File: src/rtl/aes_gcm_sequencer.sv
// Purpose : Sequences one AES-GCM message (INIT, AAD blocks, PT blocks, LEN) into issue slots for a non-stalling AES/GHASH pipeline.
// Latency : 1 cycle from an accepted AAD/PT transfer, or from the INIT/LEN state cycle, to its registered o_valid slot.
// Backpr. : o_aad_ready/o_pt_ready depend on state only; a cycle without a transfer issues an empty slot and holds all state.
//
// Ports:
//   clk, rst                       clock, synchronous active-high reset
//   i_start, i_iv                  message start pulse (accepted in IDLE only) and 96-bit IV
//   i_aad_blocks, i_pt_blocks      full 128-bit block counts, captured with i_start
//   i_aad/_valid, o_aad_ready      AAD block stream
//   i_pt/_valid, o_pt_ready        plaintext block stream
//   o_valid, o_phase               issue slot strobe and phase tag (1 INIT, 2 AAD, 3 PT, 4 LEN)
//   o_h .. o_instance_size         128-bit pipeline operands, zero when o_valid is low
//   o_busy, o_done                 message in flight / one-cycle completion pulse
module aes_gcm_sequencer #(
  parameter int N_BLK_W = 16
) (
  input  logic               clk,
  input  logic               rst,
  input  logic               i_start,
  input  logic [95:0]        i_iv,
  input  logic [N_BLK_W-1:0] i_aad_blocks,
  input  logic [N_BLK_W-1:0] i_pt_blocks,
  input  logic [127:0]       i_aad,
  input  logic               i_aad_valid,
  output logic               o_aad_ready,
  input  logic [127:0]       i_pt,
  input  logic               i_pt_valid,
  output logic               o_pt_ready,
  output logic               o_valid,
  output logic [2:0]         o_phase,
  output logic [127:0]       o_h,
  output logic [127:0]       o_encrypted_j0,
  output logic [127:0]       o_encrypted_cb,
  output logic [127:0]       o_aad,
  output logic [127:0]       o_plain_text,
  output logic [127:0]       o_instance_size,
  output logic               o_busy,
  output logic               o_done
);

  typedef enum logic [2:0] {
    S_IDLE = 3'd0,
    S_INIT = 3'd1,
    S_AAD  = 3'd2,
    S_PT   = 3'd3,
    S_LEN  = 3'd4,
    S_DONE = 3'd5
  } state_e;

  state_e state_q, state_d;

  // Message context
  logic [95:0]        iv_q, iv_d;
  logic [N_BLK_W-1:0] aad_cnt_q, aad_cnt_d;   // original counts, kept for the LEN slot
  logic [N_BLK_W-1:0] pt_cnt_q, pt_cnt_d;
  logic [N_BLK_W-1:0] aad_rem_q, aad_rem_d;   // blocks still to accept
  logic [N_BLK_W-1:0] pt_rem_q, pt_rem_d;
  logic [31:0]        ctr_q, ctr_d;           // inc32 counter word of the counter block

  // Registered slot outputs
  logic         valid_q, valid_d;
  logic [2:0]   phase_q, phase_d;
  logic [127:0] h_q, h_d;
  logic [127:0] j0_q, j0_d;
  logic [127:0] cb_q, cb_d;
  logic [127:0] aad_q, aad_d;
  logic [127:0] pt_q, pt_d;
  logic [127:0] size_q, size_d;
  logic         busy_q, busy_d;
  logic         done_q, done_d;

  logic start_acc;
  logic aad_xfer;
  logic pt_xfer;
  logic [63:0] aad_bits;
  logic [63:0] pt_bits;

  assign o_aad_ready = (state_q == S_AAD);
  assign o_pt_ready  = (state_q == S_PT);

  assign start_acc = (state_q == S_IDLE) && i_start;
  assign aad_xfer  = o_aad_ready && i_aad_valid;
  assign pt_xfer   = o_pt_ready && i_pt_valid;

  // Block counts to bit lengths (x128)
  assign aad_bits = 64'(aad_cnt_q) << 7;
  assign pt_bits  = 64'(pt_cnt_q) << 7;

  // State register
  always_ff @(posedge clk) begin
    if (rst) begin
      state_q <= S_IDLE;
    end else begin
      state_q <= state_d;
    end
  end

  // Next-state logic
  always_comb begin
    state_d = state_q;
    case (state_q)
      S_IDLE: if (i_start) state_d = S_INIT;
      S_INIT: begin
        if (aad_cnt_q != '0)     state_d = S_AAD;
        else if (pt_cnt_q != '0) state_d = S_PT;
        else                     state_d = S_LEN;
      end
      S_AAD: begin
        if (aad_xfer && (aad_rem_q == N_BLK_W'(1))) begin
          state_d = (pt_cnt_q != '0) ? S_PT : S_LEN;
        end
      end
      S_PT: begin
        if (pt_xfer && (pt_rem_q == N_BLK_W'(1))) state_d = S_LEN;
      end
      S_LEN:   state_d = S_DONE;
      S_DONE:  state_d = S_IDLE;
      default: state_d = S_IDLE;
    endcase
  end

  // Context next-state: capture on start, count down on transfers
  always_comb begin
    iv_d      = iv_q;
    aad_cnt_d = aad_cnt_q;
    pt_cnt_d  = pt_cnt_q;
    aad_rem_d = aad_rem_q;
    pt_rem_d  = pt_rem_q;
    ctr_d     = ctr_q;
    if (start_acc) begin
      iv_d      = i_iv;
      aad_cnt_d = i_aad_blocks;
      pt_cnt_d  = i_pt_blocks;
      aad_rem_d = i_aad_blocks;
      pt_rem_d  = i_pt_blocks;
      ctr_d     = 32'd2;            // counter 1 is reserved for J0
    end
    if (aad_xfer) aad_rem_d = aad_rem_q - N_BLK_W'(1);
    if (pt_xfer) begin
      pt_rem_d = pt_rem_q - N_BLK_W'(1);
      ctr_d    = ctr_q + 32'd1;     // wraps in the low word only
    end
  end

  // Output logic: slot contents for the next cycle
  always_comb begin
    valid_d = 1'b0;
    phase_d = 3'd0;
    h_d     = '0;
    j0_d    = '0;
    cb_d    = '0;
    aad_d   = '0;
    pt_d    = '0;
    size_d  = '0;
    done_d  = (state_q == S_DONE);
    // Busy covers the done-pulse cycle as well as the message itself
    busy_d  = (state_d != S_IDLE) || (state_q == S_DONE);
    case (state_q)
      S_INIT: begin
        valid_d = 1'b1;
        phase_d = 3'd1;
        j0_d    = {iv_q, 32'd1};
        cb_d    = {iv_q, 32'd1};
      end
      S_AAD: begin
        if (aad_xfer) begin
          valid_d = 1'b1;
          phase_d = 3'd2;
          aad_d   = i_aad;
        end
      end
      S_PT: begin
        if (pt_xfer) begin
          valid_d = 1'b1;
          phase_d = 3'd3;
          pt_d    = i_pt;
          cb_d    = {iv_q, ctr_q};
        end
      end
      S_LEN: begin
        valid_d = 1'b1;
        phase_d = 3'd4;
        size_d  = {aad_bits, pt_bits};
      end
      default: ;
    endcase
  end

  // Context and output registers
  always_ff @(posedge clk) begin
    if (rst) begin
      iv_q      <= '0;
      aad_cnt_q <= '0;
      pt_cnt_q  <= '0;
      aad_rem_q <= '0;
      pt_rem_q  <= '0;
      ctr_q     <= '0;
      valid_q   <= 1'b0;
      phase_q   <= 3'd0;
      h_q       <= '0;
      j0_q      <= '0;
      cb_q      <= '0;
      aad_q     <= '0;
      pt_q      <= '0;
      size_q    <= '0;
      busy_q    <= 1'b0;
      done_q    <= 1'b0;
    end else begin
      iv_q      <= iv_d;
      aad_cnt_q <= aad_cnt_d;
      pt_cnt_q  <= pt_cnt_d;
      aad_rem_q <= aad_rem_d;
      pt_rem_q  <= pt_rem_d;
      ctr_q     <= ctr_d;
      valid_q   <= valid_d;
      phase_q   <= phase_d;
      h_q       <= h_d;
      j0_q      <= j0_d;
      cb_q      <= cb_d;
      aad_q     <= aad_d;
      pt_q      <= pt_d;
      size_q    <= size_d;
      busy_q    <= busy_d;
      done_q    <= done_d;
    end
  end

  assign o_valid         = valid_q;
  assign o_phase         = phase_q;
  assign o_h             = h_q;
  assign o_encrypted_j0  = j0_q;
  assign o_encrypted_cb  = cb_q;
  assign o_aad           = aad_q;
  assign o_plain_text    = pt_q;
  assign o_instance_size = size_q;
  assign o_busy          = busy_q;
  assign o_done          = done_q;

endmodule

File: config.mk
export PLATFORM = sky130hd
export DESIGN_NAME = aes_gcm_sequencer
export DESIGN_NICKNAME = d
export VERILOG_FILES = /design/src/rtl/aes_gcm_sequencer.sv
export SDC_FILE = /design/constraint.sdc
export NUM_CORES = 1
export LEC_CHECK = 0
export ABC_CLOCK_PERIOD_IN_PS = 4500
export BUFFER_PORTS_ARGS = -buffer_cell sky130_fd_sc_hd__buf_2
export CORE_AREA = 10 10 439 441
export DETAILED_ROUTE_END_ITERATION = 10
export DIE_AREA = 0 0 449 451
export PLACE_DENSITY_LB_ADDON = 0.05
export SYNTH_ARGS = -nofsm -noshare
export SYNTH_HDL_FRONTEND = slang
export SYNTH_SLANG_ARGS = --single-unit
File: constraint.sdc
create_clock -name clk -period 4.5 [get_ports clk]
set_input_delay 0.9 -clock clk [delete_from_list [all_inputs] [get_ports clk]]
set_output_delay 0.9 -clock clk [all_outputs]
set_load 0.005 [all_outputs]
# Yosys cells after proc, flatten, opt, wreduce, memory -nomap -nowiden
# Cells that the tools add are included.
# Widths: inputs -> output; s select.
# totals
register_bits	841
out_inout_bits	776
# classes
addsub	3
eq_ne	7
mux	21
n_bitwise	6
n_reduce_logical	17
# op_table
op	n
$pmux 128 s2	1
$mux 128	1
$mux 16	4
$mux 32	2
$add 32x1->32 const B	1
$eq 16x1->1 const B	2
$reduce_bool 16->1	2
$sub 16x1->16 const B	2
$mux 3	5
$pmux 3 s5	1
$pmux 3 s4	1
$eq 3x2->1 const B	2
$eq 3x3->1 const B	2
$not 1->1	6
$reduce_or 2->1	3
$reduce_or 3->1	2
$logic_and 1x1->1	5
$mux 2	2
$reduce_bool 2->1	2
$eq 3x1->1 const B	1
$logic_not 3->1	1
$mux 1	3
$pmux 1 s3	1
$reduce_bool 3->1	1
$logic_or 1x1->1	1

# Depth between registers and ports, before layout
# Gate-level depths: netlist of run 1.
# depth
depth_word	7
mapped_depth	8
depth_no_buf	8

# Worst setup path after synthesis of run 1
# OpenSTA, ideal clock, no wires.
# synth_timing
path_type	input to register
startpoint	in i_pt_valid
endpoint	reg ctr_q[29]
arrival_ns	2.097
required_time_ns	4.430
slack_ns	2.333
stages	6
path_buffers	1
path_cell_list	nand4b_4 -> nor3_1 -> buf_4 -> nand3_2 -> or3_1 -> a21oi_1
# synth_via
elab_chain_cells	2
# synth_rtl
item	line	source
start: declaration	27	input logic i_pt_valid,
$logic_and 1x1->1 *	83	assign pt_xfer = o_pt_ready && i_pt_valid;
$mux 32 or $reduce_bool 2->1 (tied branches)	--	
end signal: assignment	214	ctr_q <= ctr_d;
end: declaration	58	logic [31:0] ctr_q, ctr_d;
# Mark *: on every way between the ends. The rest lies on a longest branch, timed or not.
# A chain may end at the register's enable or synchronous reset.

# Worst setup path after layout of run 1
# layout_timing
startpoint	reg state_q[1]
endpoint	out o_aad_ready
# layout_via
elab_chain_cells	1
# layout_rtl
item	line	source
start: declaration	50	state_e state_q, state_d;
start signal: assignment	94	state_q <= state_d;
$eq 3x2->1	78	assign o_aad_ready = (state_q == S_AAD);
end: declaration	25	output logic o_aad_ready,
# No other way between the ends.

==> impl_metrics.ini, run 1 <==
[status]
status = finished clean

[detailed_routing]
postRouteAntennaNets = 0
first_pass_iters = 6
viasPerCell = 3.21
drt-initial-drc-count = 644
wl_per_cell_um = 23.8
drc_errors = 0
num_vias = 18800
totalWireLength_um = 139000

[run]
cap_viol_max_count = 0

[final_layout]
fin_area_mm2 = 0.0340
mostFrequentLayoutCells = buf_2, dfxtp_1, and2_1, nand2_1, conb_1
final_layout_size_suffix_gt1_share_pct = 33.7
nets = 3671
layout_commonest_cell = buf_2
syn_to_final_growth_pct = 42.8

[clock_tree]
cts_tree = built
cts_setup_buffers = 0
cts_resized = 0
clk_pin_slew_worst_paths_ns = 0.06
clock_sinks = 714
cts_made_buffers = 100
htreeDepth = 3
root_buffer = clkbuf_16
clk_latency_ns = 0.73
cts_hold_buf = 0
cts_buffer_depth = 3

[die]
core_area_mm2 = 0.184
die_h_um = 451
boundaryPins = 1165
dieArea_mm2 = 0.202
die_w_um = 449
start_util_pct = 12.9
rows = 158

[min_path]
whs_path_depth = 2
min-delay-start = i_aad[112]
min_path_type = in -> reg
hold_path_end = o_aad[112]$_SDFF_PP0_

[place]
pre_cts_ws_ns = 1.57
gp_congestion = 0.750
dpl.hpwl_um = 110000
dpl_cell_area_mm2 = 0.0304
port_buffers = 909

[critical_path]
crit_fanout = 13
slowest_delay_ns = 0.71
crit_chain = nor3b_2 > buf_2
path_delay_family = flip-flops
reg2reg_depth = 5
path_class = reg -> out
crit_path_end_kind = output pin
r2r_setup_slack_ns = 1.72
cp_slowest_cell = dfxtp_1
worst_ep_required_time_ns = 3.60
critPathBufInv = 1
worstPathArrival_ns = 2.07
r2r-end = o_aad[32]$_SDFF_PP0_
start_kind = flip-flop
crit-reg2reg-launch = state_q[1]$_SDFF_PP0_

[power_and_ir_drop]
intPower_w = 0.0122
pwr-share-seq_pct = 40.7
power_frac_clock_pct = 52.3
switching_share_pct = 25.9
p_sw_w = 0.00425
p_comb_share_pct = 7.1
cellLeakagePower_nw = 15.6
p_per_area_mw_per_mm2 = 483
ir_drop_v = 0.000237

[synthesis]
synthDistinctLibCells = 59
synth_top_area_share_pct = 60.1
synth-edff-count = 0
seq_area_frac_synth_pct = 60.1
yosysTopAreaCell = dfxtp_1
synth_cells = 2362
synth.avg_cell_area_um2 = 10.1
yosys-top-cells-area = dfxtp_1, and2_1, buf_4
syn-cell-area_mm2 = 0.0238
ys_async_sr_fraction_pct = 0
synth-seq-cells = 714
synth_top_flop_cell = dfxtp_1
yosys_warnings = 0

[grt]
antenna_found_initial = 104
gr-total-overflow = 0
grt_pass1_vias = 19900
grt_pass1_wl_um = 183000
track_usage_pct = 13.1
grt_start_max_net_pins = 129

[timing]
tns_ns = 0
setup_viol_count_final = 0
min_period_ns = 2.97
worst_pin_slew_ns = 0.996
finalClockSkew_ns = 0.0364
max_freq_mhz = 337
period_share_pct = 66.0
slew-limit-headroom_pct = 33.6
slew_viol_final = 0
hold_viol_final = 0
rsz0062_at_grt = false
setup_slack_ns = 1.53
==> cell type report <==
type                    instances  area (um^2)
clock buffers                 155         3050
well taps                    2480         3100
repair buffers                932         4890
inverters                      10         37.5
multi-input cells            1519         8070
diodes                         19         47.5
clock inverters                30          484
fillers                     20800       150000
flip-flops and latches        714        14300
==> power by group through the flow <==
| stage | Combinational, W | Sequential (W) | Clock, W |
|---|---|---|---|
| global placement | 0.00122 | 0.00682 | 0 |
| floorplan | 0.000739 | 0.00677 | 0 |
| CTS | 0.00122 | 0.00668 | 0.00905 |
| finish | 0.00116 | 0.00668 | 0.00858 |
| detailed placement | 0.00122 | 0.00682 | 0 |
| global route | 0.00132 | 0.00671 | 0.00926 |
==> registers in the layout, indices dropped and copies added, names as in the netlist <==
| register | cells |
|---|---|
| state_q | 3 |
| aad_cnt_q | 16 |
| pt_rem_q | 16 |
| o_instance_size | 32 |
| o_valid | 1 |
| o_encrypted_cb | 128 |
| iv_q | 96 |
| aad_rem_q | 16 |
| ctr_q | 32 |
| o_busy | 1 |
| o_done | 1 |
| o_encrypted_j0 | 97 |
| o_plain_text | 128 |
| o_phase | 3 |
| o_aad | 128 |
| pt_cnt_q | 16 |
==> per-layer routing <==
metal	vias to the layer above	routed length, um	track usage, %
met1	8720	51000	13.3
met2	793	76400	25.8
li1	8953	-	-
met5	-	295	0
met4	42	3380	3.18
met3	290	8300	4.03
==> worst max-delay path by stage <==
stage,depth (start not counted),end,from
finish,2,o_aad_ready,state_q[1]$_SDFF_PP0_
global route,2,o_aad_ready,state_q[1]$_SDFF_PP0_
CTS,2,o_aad_ready,state_q[1]$_SDFF_PP0_
detailed placement,8,ctr_q[29]$_SDFFE_PP0P_,i_pt_valid
global placement,8,ctr_q[31]$_SDFFE_PP0P_,i_pt_valid
floorplan,6,ctr_q[29]$_SDFFE_PP0P_,i_pt_valid
==> metrics by stage <==
stage / std cells / hold slack [ns] / power [W] / utilization (%)
2_1_floorplan: 2616 / 0.439 / 0.00750 / -
6_report: 5859 / 0.361 / 0.0164 / 18.4
5_1_grt: 5843 / 0.293 / 0.0173 / 18.4
3_5_place_dp: 5655 / 0.455 / 0.00804 / 16.5
3_3_place_gp: 5655 / 0.457 / 0.00805 / 16.5
4_1_cts: 5840 / 0.235 / 0.0170 / 18.4
==> Yosys cell counts (all sizes together), types with 2 or more instances <==
cell / instances
nor4b: 3
a2111oi: 3
or2: 3
and2: 512
and4: 3
nand3b: 4
or4: 8
o21a: 3
nand4: 12
clkbuf: 93
a31oi: 19
o211ai: 11
nor3: 20
o311ai: 6
nor2b: 4
a311oi: 2
a21oi: 166
ha: 5
xor2: 2
buf: 280
o21ai: 21
nand2b: 2
nand2: 302
nor4: 17
a211oi: 3
nand3: 25
dfxtp: 714
or3: 16
xnor2: 2
and3: 9
mux2: 10
nor3b: 5
inv: 10
nor2: 54
o31ai: 3
==> cell families after synthesis <==
logic type                 share of synthesized area [%]
other                                             0.0158
muxes                                              0.515
adders and majority gates                          0.263
DFF                                                 60.1
xor gates and xnor gates                           0.147
AOI/OAI and AO/OA                                   5.66
buffers and inverters                               10.2
and+or+nand+nor                                     23.1
No activity file was read; power rests on OpenSTA's default activity.
==> run 2: changes to the inputs <==
Settings changed: ABC_CLOCK_PERIOD_IN_PS 4500 to 2480, CORE_AREA 10 10 439 441 to 10 10 447 449, DIE_AREA 0 0 449 451 to 0 0 457 459.
Clock period 4.5 ns to 2.48 ns, I/O delays scaled along.
==> run 2 against run 1 <==
Effect of this change: sequential power grew 81%; combinational power grew 130%; via count grew 6.0%; sequential share of layout area shrank 4.2 points; critical path depth grew 2; count of clock-buffer cells in the layout shrank 9; routed wire length shrank 2.0%; worst setup slack lost 1.3 ns; highest routed layer unchanged; first-iteration DRC count shrank 0.78%; flip-flop and latch count is the same; die area grew 3.6%; worst hold slack lost 0.28 ns.
==> impl_metrics.ini, run 2 (synthesis results as in run 1) <==
[timing]
slew-limit-headroom_pct = 35.4
setup_slack_ns = 0.222
worst_pin_slew_ns = 0.969
whs_ns = 0.0766
finalClockSkew_ns = 0.0218
min_period_ns = 2.26
rsz0062_at_grt = false
tns_ns = 0
setup_viol_count_final = 0
hold_viol_final = 0
slew_viol_final = 0
period_share_pct = 91.0
max_freq_mhz = 443

[critical_path]
path_delay_family = flip-flops
worstPathArrival_ns = 1.76
critPathBufInv = 3
r2r_setup_slack_ns = 0.33
path_class = reg -> out
start_kind = flip-flop
setup.worst_path.start = state_q[2]$_SDFF_PP0_
reg2reg_depth = 6
r2r-end = aad_rem_q[6]$_SDFFE_PP0P_
worst_ep_required_time_ns = 1.98
crit_fanout = 9
slowest_delay_ns = 0.54
crit_chain = nand3b_1 > buf_4 > inv_1 > buf_2
cp_slowest_cell = dfxtp_1
crit-reg2reg-launch = state_q[2]$_SDFF_PP0_
crit_path_end_kind = output pin

[detailed_routing]
viasPerCell = 3.17
highest_layer = met5
wl_met3_um = 9940
wl_per_cell_um = 21.8
postRouteAntennaNets = 0
totalWireLength_um = 137000
met1_length_um = 53300
wl_met2_um = 69700
num_vias = 19900
drt-initial-drc-count = 639
first_pass_iters = 5
drc_errors = 0

[final_layout]
fin_area_mm2 = 0.0377
num-fill-cells = 21400
syn_to_final_growth_pct = 58.5
final_layout_size_suffix_gt1_share_pct = 31.2
layout_commonest_cell = buf_2
mostFrequentLayoutCells = buf_2, dfxtp_1, and2_1, dlygate4sd3_1, nand2_1
nets = 4050

[grt]
grt_pass1_vias = 21800
antenna_found_initial = 64
grt_pass1_wl_um = 184000
track_usage_pct = 12.4
gr-total-overflow = 0
grt_start_max_net_pins = 87

[die]
core_area_mm2 = 0.191
boundaryPins = 1165
rows = 161
die_h_um = 459
dieArea_mm2 = 0.210
die_w_um = 457
start_util_pct = 12.4

[clock_tree]
root_buffer = clkbuf_16
clk_latency_ns = 0.71
cts_tree = built
cts_buffer_depth = 3
cts_made_buffers = 100
clk_pin_slew_worst_paths_ns = 0.06
clock_sinks = 714
htreeDepth = 3

[min_path]
min-delay-start = i_pt[99]
whs_path_depth = 2
min_path_type = in -> reg
hold_path_end = o_plain_text[99]$_SDFF_PP0_

[place]
dpl.hpwl_um = 109000
port_buffers = 909
pre_cts_ws_ns = 0.129
gp_congestion = 0.744
dpl_cell_area_mm2 = 0.0308

[run]
cap_viol_max_count = 0

[status]
status = finished clean

[power_and_ir_drop]
ir_drop_v = 0.000481
cellLeakagePower_nw = 17.2
p_per_area_mw_per_mm2 = 795
run 2: changes by cell type in the layout (fill, tap and decap cells not counted), sizes merged:
cell	before	now
buf	931	968
clkinvlp	4	2
clkbuf	156	147
inv	14	13
dlygate4sd3	0	342
clkinv	12	16
diode	19	26
run 2: metrics by stage:
stage          utilization (%)  power (W)  cells
4_1_cts                   19.7     0.0310   6257
3_3_place_gp              16.1     0.0147   5738
3_5_place_dp              16.1     0.0147   5738
2_1_floorplan                -     0.0136   2616
6_report                  19.7     0.0300   6283
5_1_grt                   19.7     0.0316   6272
run 2: power by group:
part | internal [W] | switching, W
sequential | 0.0119 | 0.000266
clock | 0.00917 | 0.00599
combinational | 0.00119 | 0.00152
total | 0.0222 | 0.00778
run 2: metal layers:
layer  up-vias  global-route usage (%)
met1      9122                    13.6
met5         -                       0
met4        24                    4.05
li1       9720                       -
met2       838                    22.5
met3       213                    4.23
run 2: worst max-delay path by stage:
stage | to | slack [ns] | cells after the start
floorplan | pt_rem_q[15]$_SDFFE_PP0P_ | 0.59 | 6
global placement | o_aad[39]$_SDFF_PP0_ | 0.14 | 5
CTS | o_pt_ready | 0.06 | 4
finish | o_pt_ready | 0.22 | 4
global route | o_pt_ready | 0.08 | 4
detailed placement | o_aad[10]$_SDFF_PP0_ | 0.13 | 5
run 2: cell type report:
type	instances	area, um^2	share of cell area (%)
Inverter	10	37.5	0.0995
Multi-Input combinational cell	1519	8060	21.4
Sequential cell	714	14300	37.9
Clock buffer	146	2910	7.70
Tap cell	2526	3160	8.38
Timing Repair Buffer	1311	8640	22.9
Antenna cell	26	65.1	0.173
Clock inverter	31	546	1.45
run 2: what timing repair did:
item,in CTS,in global routing
setup endpoints to repair,2,0
gates resized for setup,2,0
setup buffers,0,0
hold buffers,342,0
hold endpoints to repair,345,0
run 2: worst register-to-register path, cell delays in order, from the launching register on:
cell       delay (ns)
dfxtp_1          0.54
buf_4            0.24
nand3b_1         0.38
buf_12           0.24
buf_12           0.22
nor2_1           0.06
a2111oi_0        0.35
